[config.mk]
export PLATFORM = sky130hd
export DESIGN_NAME = fx_invcdf_sqrt_flat
export DESIGN_NICKNAME = d
export VERILOG_FILES = /design/src/rtl/fx_invcdf_sqrt_if.sv /design/src/rtl/fx_invcdf_sqrt.sv /design/src/flat_wrapper.sv
export SDC_FILE = /design/constraint.sdc
export NUM_CORES = 1
export LEC_CHECK = 0
export ABC_AREA = 1
export BUFFER_PORTS_ARGS = -buffer_cell sky130_fd_sc_hd__buf_2
export CORE_ASPECT_RATIO = 0.6
export CORE_MARGIN = 2
export CORE_UTILIZATION = 64
export CTS_CLUSTER_SIZE = 12
export DETAILED_ROUTE_END_ITERATION = 16
export HOLD_SLACK_MARGIN = 0.08
export PLACE_DENSITY = 0.91
export SYNTH_ARGS = -nofsm -noshare
export SYNTH_HDL_FRONTEND = slang
export SYNTH_SLANG_ARGS = --single-unit
[constraint.sdc]
create_clock -name clk -period 4.9 [get_ports clk]
set_input_delay 0.98 -clock clk [delete_from_list [all_inputs] [get_ports clk]]
set_output_delay 0.98 -clock clk [all_outputs]
set_load 0.03 [all_outputs]
[src/rtl/fx_invcdf_sqrt_if.sv]
// Handshake bundle for the fx_invcdf_sqrt square-root stage.
// The master drives samples in and the slave returns the root with its tail flag.
`default_nettype none

interface fx_invcdf_sqrt_if #(
  parameter int WIDTH = 32
);
  logic             valid_in;
  logic [WIDTH-1:0] x;
  logic             negate_in;
  logic             in_ready;
  logic             valid_out;
  logic [WIDTH-1:0] t;
  logic             negate_out;

  modport master (
    output valid_in, x, negate_in,
    input  in_ready, valid_out, t, negate_out
  );

  modport slave (
    input  valid_in, x, negate_in,
    output in_ready, valid_out, t, negate_out
  );
endinterface

`default_nettype wire

[src/rtl/fx_invcdf_sqrt.sv]
//----------------------------------------------------------------------------
// Module : fx_invcdf_sqrt
// Brief  : Sequential digit-recurrence sqrt of -2*ln(p) for the inverse-CDF path
// Rev    : 1.0  initial release
//----------------------------------------------------------------------------
`default_nettype none

module fx_invcdf_sqrt #(
  parameter int WIDTH = 32,
  parameter int QFRAC = 16
) (
  input  wire logic        clk,
  input  wire logic        rst_n,
  fx_invcdf_sqrt_if.slave  io
);

  localparam int RW      = WIDTH + QFRAC;
  localparam int ITER    = RW / 2;
  localparam int LATENCY = ITER + 1;
  localparam int CW      = $clog2(LATENCY);

  localparam logic [CW-1:0] c_CNT_INIT = CW'(ITER - 1);

  localparam logic [1:0] c_IDLE = 2'd0;
  localparam logic [1:0] c_CALC = 2'd1;
  localparam logic [1:0] c_DONE = 2'd2;

  if ((RW % 2) != 0) begin : g_bad_qfrac
    $error("fx_invcdf_sqrt: WIDTH+QFRAC must be even");
  end

  logic [1:0]       r_state;
  logic [CW-1:0]    r_cnt;
  logic [RW-1:0]    r_rad;
  logic [ITER+1:0]  r_rem;
  logic [ITER-1:0]  r_root;
  logic             r_neg;
  logic             r_valid_out;
  logic [WIDTH-1:0] r_t;
  logic             r_neg_out;

  // Shifted remainder is kept two bits wider than r_rem so the trial
  // comparison sees every bit; the bound rem <= 2*root keeps those bits zero.
  logic [ITER+3:0]  w_rem_sh;
  logic [ITER+3:0]  w_sub;
  logic             w_ge;
  logic [ITER+1:0]  w_trial;

  assign w_rem_sh = {r_rem, r_rad[RW-1 -: 2]};
  assign w_sub    = {2'b00, r_root, 2'b01};
  assign w_ge     = (w_rem_sh >= w_sub);
  assign w_trial  = w_rem_sh[ITER+1:0] - w_sub[ITER+1:0];

  assign io.in_ready   = (r_state == c_IDLE);
  assign io.valid_out  = r_valid_out;
  assign io.t          = r_t;
  assign io.negate_out = r_neg_out;

  always_ff @(posedge clk or negedge rst_n) begin
    if (!rst_n) begin
      r_state     <= c_IDLE;
      r_cnt       <= '0;
      r_rad       <= '0;
      r_rem       <= '0;
      r_root      <= '0;
      r_neg       <= 1'b0;
      r_valid_out <= 1'b0;
      r_t         <= '0;
      r_neg_out   <= 1'b0;
    end else begin
      r_valid_out <= 1'b0;
      case (r_state)
        c_IDLE: begin
          if (io.valid_in) begin
            r_rad   <= {io.x, {QFRAC{1'b0}}};
            r_rem   <= '0;
            r_root  <= '0;
            r_neg   <= io.negate_in;
            r_cnt   <= c_CNT_INIT;
            r_state <= c_CALC;
          end
        end
        c_CALC: begin
          r_rad <= {r_rad[RW-3:0], 2'b00};
          if (w_ge) begin
            r_rem  <= w_trial;
            r_root <= {r_root[ITER-2:0], 1'b1};
          end else begin
            r_rem  <= w_rem_sh[ITER+1:0];
            r_root <= {r_root[ITER-2:0], 1'b0};
          end
          if (r_cnt == '0) begin
            r_state <= c_DONE;
          end else begin
            r_cnt <= r_cnt - 1'b1;
          end
        end
        c_DONE: begin
          r_t         <= WIDTH'(r_root);
          r_neg_out   <= r_neg;
          r_valid_out <= 1'b1;
          r_state     <= c_IDLE;
        end
        default: begin
          r_state <= c_IDLE;
        end
      endcase
    end
  end

endmodule

`default_nettype wire

[src/flat_wrapper.sv]
// flat-port wrapper written by rule: the top's interface ports become plain ports
module fx_invcdf_sqrt_flat 
#(
  parameter int WIDTH = 32,
  parameter int QFRAC = 16
)
  (clk, rst_n, io_valid_in, io_x, io_negate_in, io_in_ready, io_valid_out, io_t, io_negate_out);
  fx_invcdf_sqrt_if #(.WIDTH(WIDTH)) io_i ();
  input  wire logic clk;
  input  wire logic rst_n;
  input wire logic [$bits(io_i.valid_in)-1:0] io_valid_in;
  input wire logic [$bits(io_i.x)-1:0] io_x;
  input wire logic [$bits(io_i.negate_in)-1:0] io_negate_in;
  output wire logic [$bits(io_i.in_ready)-1:0] io_in_ready;
  output wire logic [$bits(io_i.valid_out)-1:0] io_valid_out;
  output wire logic [$bits(io_i.t)-1:0] io_t;
  output wire logic [$bits(io_i.negate_out)-1:0] io_negate_out;
  assign io_i.valid_in = io_valid_in;
  assign io_i.x = io_x;
  assign io_i.negate_in = io_negate_in;
  assign io_in_ready = io_i.in_ready;
  assign io_valid_out = io_i.valid_out;
  assign io_t = io_i.t;
  assign io_negate_out = io_i.negate_out;
  fx_invcdf_sqrt #(.WIDTH(WIDTH), .QFRAC(QFRAC)) u_core (.clk(clk), .rst_n(rst_n), .io(io_i));
endmodule
# ---- After elaboration in Yosys (flattened, before gate mapping)
# Cells that the tools add are included.
dict set report word_totals {
  ff_bits 132
  in_bits 36
  out_inout_bits 35
  wordCells 39
}
dict set report op_classes {
  addsub 2
  magnitude_cmp 1
  eq_ne 5
  muxes 15
  reduce_logical 7
}
# op n
set op_table {}
lappend op_table {{$pmux 48 s2} 1}
lappend op_table {{$mux 26} 2}
lappend op_table {{$pmux 26 s2} 1}
lappend op_table {{$mux 48} 1}
lappend op_table {{$pmux 24 s2} 1}
lappend op_table {{$ge 28x26->1} 1}
lappend op_table {{$sub 26x26->26} 1}
lappend op_table {{$mux 24} 1}
lappend op_table {{$mux 5} 2}
lappend op_table {{$pmux 5 s2} 1}
lappend op_table {{$reduce_and 2->1} 3}
lappend op_table {{$logic_not 5->1} 1}
lappend op_table {{$sub 5x1->5 const B} 1}
lappend op_table {{$mux 2} 2}
lappend op_table {{$ne 2x2->1 const B} 2}
lappend op_table {{$pmux 2 s2} 1}
lappend op_table {{$reduce_and 3->1} 1}
lappend op_table {{$eq 2x1->1 const B} 1}
lappend op_table {{$eq 2x2->1 const B} 1}
lappend op_table {{$logic_not 2->1} 1}
lappend op_table {{$mux 1} 2}
lappend op_table {{$ne 2x1->1 const B} 1}
lappend op_table {{$reduce_bool 2->1} 1}

# ---- Depth between registers and ports, before layout
# Gate-level depths: netlist of the first run.
dict set report depth {
  depth_word 3
  depth_mapped 16
  depth_no_buf 15
}

# ---- Worst setup path before layout of the first run
# Ideal clock, no wire load.
dict set report synth_timing {
  path_kind {in2reg}
  startpoint {input io_valid_in}
  endpoint {register u_core.r_rad[16]}
  setup_ns 0.121
  t_arrival_ns 1.885
  required_time_ns 4.779
  setup_slack_ns 2.894
  stages 5
  n_path_buf 1
  path_cell_list {nand2_1 -> nor2_1 -> nor2_1 -> clkbuf_1 -> a22o_1}
}
dict set report synth_via {
  elab_chain_cells 2
}
# element line_no
set synth_rtl {}
lappend synth_rtl {{start, declared} flat_wrapper.sv:11} ;# input wire logic [$bits(io_i.valid_in)-1:0] io_valid_in;
lappend synth_rtl {{$ne 2x2->1 (no source line)} n/a}
lappend synth_rtl {{$reduce_and 2->1 (no source line)} n/a}
lappend synth_rtl {{end signal, assigned} fx_invcdf_sqrt.sv:75} ;# r_rad <= {io.x, {QFRAC{1'b0}}};
lappend synth_rtl {{end signal, assigned} fx_invcdf_sqrt.sv:84} ;# r_rad <= {r_rad[RW-3:0], 2'b00};
lappend synth_rtl {{end, declared} fx_invcdf_sqrt.sv:34} ;# logic [RW-1:0] r_rad;
# Every way passes these cells.
# A chain may end at the register's enable or synchronous reset.

# ---- Worst setup path in the final report of the first run
dict set report layout_timing {
  startpoint {input io_valid_in}
  endpoint {register u_core.r_rad[35]}
}
# The elaborated chain is that of the path after synthesis.

==> summary.md, run 1 <==
| Metric | Value |
|---|---|
| Area share of the largest cell type after synthesis | `0.415` |
| Area grow syn2layout | `13.4%` |
| Post-CTS sizing | `0` |
| Io pins | `a little over 70` |
| Largest net degree at the start of global routing | `60` |
| Row cnt | `29` |
| Async set-reset flop share out of synthesis | `1.00` |
| Area of the die | `about 12000 um2` |
| CTS max path bufs | `2` |
| Via count | `roughly 6.8k` |
| Syn avg cell area | `just over 7 um2` |
| Final Setup Violations | `0` |
| Layout Skew | `between 8 and 9 ps` |
| Critical path class | `primary input to flip-flop` |
| Post-synth EDFFs | `0` |
| Reg2Reg Setup Slack | `between 1500 and 2000 ps` |
| Final core occ | `0.749` |
| Fraction of layout cells with a size suffix above 1 | `0.109` |
| Total GRT Usage | `0.329` |
| Seq/Total Area, Yosys | `0.415` |
| Max Slew Vio Count | `0` |
| Placed wire-length estimate | `between 10000 and 15000 um` |
| Synth warnings | `0` |
| Global route overflow | `0` |
| Outcome | `complete, no violations` |
| Clock latency at the later pin of the worst-skew pair | `~400 ps` |
| Clock Tree Root | `clkbuf_16` |
| CP Max Fanout | `52` |
| WHS | `around 450 ps` |
| Crit. End Element | `flip-flop` |
| Synth Cell Area | `approximately 7000 um2` |
| Distinct cells, synth | `37` |
| TritonCTS Sinks | `~120` |
| Top FF cell, synth | `dfrtp_1` |
| Clock-pin slew on the worst setup and hold paths | `~60 ps` |
| Die W | `roughly 140 um` |
| Initial drt markers | `between 800 and 900` |
| Reg2reg start | `u_core.r_root[15]` |
| Critical Path AT | `between 3000 and 4000 ps` |
| Drt pass-1 iters | `7` |
| Initial antenna violation count | `0` |
| Mapped Cells | `between 900 and 1k` |
| Antenna diodes | `0` |
| Setup TNS | `0 ps` |
| Crit path from | `io_valid_in` |
| Fin crit period | `between 3000 and 4000 ps` |
| Hold_buf cts | `0` |
| Final hold vios | `0` |
| First-pass GRT wire length | `roughly 31000 um` |
| Initial Utilization | `0.660` |
| CTS tree | `built` |
| Final Cycle Share | `0.660` |
| DR DRC count | `0` |
| # Post-CTS Setup Buffers | `0` |
| Gpl congestion | `0.975` |
| Worst relative slew slack | `0.390` |
| Die Height | `~85 um` |
| Post-synth top area cell | `dfrtp_1` |
| RSZ-0062 raised after global routing | `false` |
| # nets final | `1101` |
| Final WL | `18600 um` |
| Commonest non-fill, non-tap cell in the layout | `nand2_1` |
| Routed vias/inst | `roughly 5.7` |
| CP Data Required Time | `roughly 5200 ps` |
| DR WL/cell | `15.6 um` |
| Vias in the first global route | `about 6.4k` |
| Top post-synthesis cells by area | `dfrtp_1 (41%), nand2_1 (18%), inv_1 (7.8%), ha_1 (5.0%), o21ai_0 (4.5%)` |
| Routed Antenna Nets | `0` |
| Most frequent cells in the layout | `nand2_1 (333), inv_1 (146), dfrtp_1 (116)` |
| FF-to-FF path depth | `14` |
| Fmax | `slightly above 300 MHz` |
| Port bufs | `between 60 and 70` |
| H-tree levels | `4` |
| Hold Crit Class | `primary input to asynchronous set/reset pin` |
| Yosys reg bits | `between 100 and 150` |
| Max_cap viols | `0` |
| Critical path startpoint category | `primary input` |
| CTS Buf Count | `17` |
| CORE AREA | `10600 um2` |
| Slew @ Worst Pin | `between 900 and 1000 ps` |
-- area by class of cell --
type,instances,area [um2]
well taps,139,174
repair buffers,68,358
fillers,770,2660
clock buffers,21,450
inverters,152,571
clock inverters,9,155
multi-input cells,682,3320
flip-flops and latches,116,2900
-- layer usage --
layer / up-vias / share of wire / GRT usage
met5: - / 0 / 0
met4: 0 / 0.014 / 0.0771
met3: 42 / 0.11 / 0.0751
met2: 403 / 0.43 / 0.494
met1: 3113 / 0.45 / 0.492
li1: 3212 / - / -
-- registers in the layout (all words and copies together) (netlist names) --
name                  cells
u_core.r_rem             26
u_core.io.negate_out      1
u_core.r_cnt              5
u_core.r_neg              1
u_core.io.t              24
u_core.r_state            2
u_core.io.valid_out       1
u_core.r_rad             32
u_core.r_root            24
-- Yosys cell counts (2+ instances only) --
master    instances
buf_6             2
nor2_4            3
xor2_1            2
ha_1             28
nand3b_1          3
o21ai_0          63
buf_4             8
inv_2             5
dfrtp_1         116
nor3_1            2
nand2_2           4
buf_2            11
nand2_1         333
a22o_1            2
clkbuf_1         23
a21oi_1          41
inv_1           146
xnor2_1           9
a22oi_1           2
nand3_1          51
nand4_1          31
o22ai_1          23
nor3_2            2
nor2_1           65
-- worst max-delay path, stage by stage --
cell     delay [ps]
buf_2            70
nand2_1         500
nor2_1          660
nor2_2           50
buf_4           270
inv_2           710
nor2_1          120
a21oi_1         170
-- kinds of logic (layout without fill, tap and decap cells) --
logic type      after synthesis  count (layout)  share of synthesized area
buf+inv                     197             250                      0.114
xor+xnor                     11              11                     0.0138
simple gates                498             498                      0.300
flops                       116             116                      0.415
other cells                   1               8                   0.000536
fa+ha+maj                    28              28                     0.0501
compound gates              137             137                      0.107
-- metrics by stage --
step	instance area (um2)	setup slack [ps]	std cells
after floorplan	7020	2890	995
after CTS	7930	1750	1187
after detailed placement	7330	1330	1157
after global routing	7930	1380	1187
final	7930	1670	1187
after global placement	7330	1500	1157
-- final timing paths --
path,end
worst min register to register,u_core.io.t[8]
worst max register to register,u_core.r_rem[21]
worst min-delay path,u_core.r_rad[34]
max in group asynchronous,u_core.io.t[13]
min in group clk,u_core.io.t[8]
worst max-delay path,u_core.r_rad[35]
Power of run 1 is left out: the tool's default activity adds up to more than one toggle a clock period on the data nets, which glitch-free logic cannot reach.
==> inputs of run 2 (changes only) <==
--- a/config.mk
+++ b/config.mk
@@ -9,11 +9,11 @@
 export BUFFER_PORTS_ARGS = -buffer_cell sky130_fd_sc_hd__buf_2
 export CORE_ASPECT_RATIO = 0.6
 export CORE_MARGIN = 2
-export CORE_UTILIZATION = 64
+export CORE_UTILIZATION = 60
 export CTS_CLUSTER_SIZE = 12
 export DETAILED_ROUTE_END_ITERATION = 16
 export HOLD_SLACK_MARGIN = 0.08
-export PLACE_DENSITY = 0.91
+export PLACE_DENSITY = 0.86
 export SYNTH_ARGS = -nofsm -noshare
 export SYNTH_HDL_FRONTEND = slang
 export SYNTH_SLANG_ARGS = --single-unit
==> constraint.sdc (replaced) <==
create_clock -name clk -period 3.2 [get_ports clk]
set_input_delay 0.64 -clock clk [delete_from_list [all_inputs] [get_ports clk]]
set_output_delay 0.64 -clock clk [all_outputs]
set_load 0.03 [all_outputs]
==> run 2 against run 1 <==
Via count hardly changed. Hold slack got worse by 300 ps. First-iteration DRC count fell by 6.2%. Sequential cell count stayed put. Register-to-register slack worse by 1000 ps. Design area grew 1.3%. Highest routed layer unchanged.
==> summary.md, run 2 (same netlist as run 1, synthesis figures left out) <==
| Metric | Value |
|---|---|
| Final Setup Violations | `0 (unchanged)` |
| Critical path startpoint category | `flip-flop` |
| Critical Path AT | `2820 ps (-750 ps)` |
| Initial drt markers | `758 (-6.2%)` |
| Post-CTS sizing | `0 (unchanged)` |
| Final hold vios | `0 (unchanged)` |
| Row cnt | `30 (+3.4%)` |
| Total GRT Usage | `0.321 (-0.00885)` |
| Highest-delay cell along the critical path | `dfrtp_1` |
| Io pins | `71 (unchanged)` |
| Area after DPL | `7440 um2 (+1.5%)` |
| Die Height | `87.6 um (+3.1%)` |
| Design Area, Final | `8040 um2 (+1.3%)` |
| Outcome | `complete, no violations` |
| Drt pass-1 iters | `6 (-1)` |
| Gpl congestion | `0.954 (-2.2%)` |
| Placed wire-length estimate | `12800 um (+3.3%)` |
| Reg2Reg Setup Slack | `690 ps (-1010 ps)` |
| CTS max path bufs | `2 (unchanged)` |
| Final WL | `19100 um (+3.0%)` |
| First-pass GRT wire length | `31200 um (-0.18%)` |
| CP Max Fanout | `27 (-48%)` |
| Hold Crit Class | `primary input to asynchronous set/reset pin` |
| Port bufs | `62 (unchanged)` |
| CTS tree | `built` |
| CTS Buf Count | `17 (unchanged)` |
| CORE AREA | `11300 um2 (+7.0%)` |
| Area of the die | `12600 um2 (+6.4%)` |
| Clock Tree Root | `clkbuf_16` |
| Max_cap viols | `0 (unchanged)` |
| Most common cell on crit path | `nand2_1` |
| Most frequent cells in the layout | `nand2_1 (333), inv_1 (146), dfrtp_1 (116)` |
| # nets final | `1109 (+0.73%)` |
| Routed Antenna Nets | `0 (unchanged)` |
| Setup TNS | `0 ps (unchanged)` |
| Global route overflow | `0 (unchanged)` |
| H-tree levels | `4 (unchanged)` |
| DR WL/cell | `15.7 um (+0.48%)` |
| Routed vias/inst | `5.56 (-2.5%)` |
| Vias in the first global route | `6278 (-1.2%)` |
| Fraction of layout cells with a size suffix above 1 | `0.118 (+0.00948)` |
| Setup crit end | `u_core.r_rem[21]` |
| Final core occ | `0.709 (-0.0396)` |
| WHS | `149 ps (-303 ps)` |
| Area grow syn2layout | `14.9%` |
| Fmax | `about 400 MHz` |
| Final Cycle Share | `0.785` |
| Commonest non-fill, non-tap cell in the layout | `nand2_1` |
| Reg2reg start | `u_core.r_root[13]` |
| Slew @ Worst Pin | `643 ps (-272 ps)` |
| Die W | `143 um (+3.2%)` |
| DR DRC count | `0 (unchanged)` |
| Crit. End Element | `flip-flop` |
| Antenna diodes | `0 (unchanged)` |
| Initial Utilization | `0.617 (-0.0431)` |
| RSZ-0062 raised after global routing | `false` |
| Max reg flops | `32 (unchanged)` |
| Fin crit period | `between 2000 and 3000 ps` |
| CP Cell Sequence | `inv_1, ha_1, nand2_2, inv_1, nand2_1, nand2_1, nand2_1, nand2_1, a21oi_4, nand3_4, nand2_1, nand2_1, nand2_1, nand2_1` |
| Max Slew Vio Count | `0 (unchanged)` |
| Critical path class | `flip-flop to flip-flop` |
| Largest net degree at the start of global routing | `64 (+6.7%)` |
| FF-to-FF path depth | `14 (unchanged)` |
| CP peak stage delay | `360 ps (-350 ps)` |
| # Post-CTS Setup Buffers | `0 (unchanged)` |
| Largest Register | `u_core.r_rad` |
| TritonCTS Sinks | `116 (unchanged)` |
| CP Data Required Time | `3500 ps (-1730 ps)` |
| Via count | `6771 (+0.015%)` |
| Hold_buf cts | `0 (unchanged)` |
| Critical R2R Capture | `u_core.r_rem[21]` |
| Worst relative slew slack | `0.571 (+0.181)` |
| Crit path from | `u_core.r_root[13]` |
| Largest regs | `u_core.r_rad (32), u_core.r_rem (26)` |
| Clock-pin slew on the worst setup and hold paths | `60 ps (about the same)` |
| Clock latency at the later pin of the worst-skew pair | `420 ps (about the same)` |
| Filler cell count | `916 (+19%)` |
| Layout Skew | `5.22 ps (-3.57 ps)` |
| Initial antenna violation count | `0 (unchanged)` |
[run 2: how the worst min path moves through the flow]
stage          slack, ps              endpoint            start
2_1_floorplan        340  u_core.io.negate_out            rst_n
3_3_place_gp         460       u_core.io.t[10]  u_core.io.t[10]
3_5_place_dp         470        u_core.io.t[9]   u_core.io.t[9]
4_1_cts              160      u_core.r_rad[32]            rst_n
5_1_grt              180      u_core.r_rad[32]            rst_n
6_report             150      u_core.r_rad[32]            rst_n
[run 2: critical path, delay by kind of cell, from the launching register on]
kind | cells | cell delay, ps
AO/OA/AOI/OAI | 1 | 180
adder cells (fa/ha/maj) | 1 | 330
buffers and inverters | 2 | 200
flip-flops | 1 | 360
AND/OR/NAND/NOR | 10 | 1300
[run 2: cell type report]
type / count / area, um2 / share of cell area
multi-input combinational: 682 / 3320 / 0.413
sequential: 116 / 2900 / 0.361
inverter: 152 / 571 / 0.0710
clock buffer: 19 / 443 / 0.0551
timing repair buffer: 76 / 443 / 0.0551
tap: 160 / 200 / 0.0249
clock inverter: 12 / 156 / 0.0195
[run 2: layer usage]
metal,GRT usage,share of wire,up-vias
li1,-,-,3221
met1,0.485,0.48,3124
met2,0.462,0.40,380
met3,0.0776,0.11,46
met4,0.0847,0.018,0
met5,0,0,-
[run 2: per-stage QoR]
| step | setup slack [ps] | instances |
|---|---|---|
| after floorplan | 1330 | 995 |
| after global placement | 874 | 1186 |
| after detailed placement | 845 | 1186 |
| after CTS | 759 | 1217 |
| after global routing | 557 | 1217 |
| final | 689 | 1217 |
Power of run 2 is left out for the same reason.
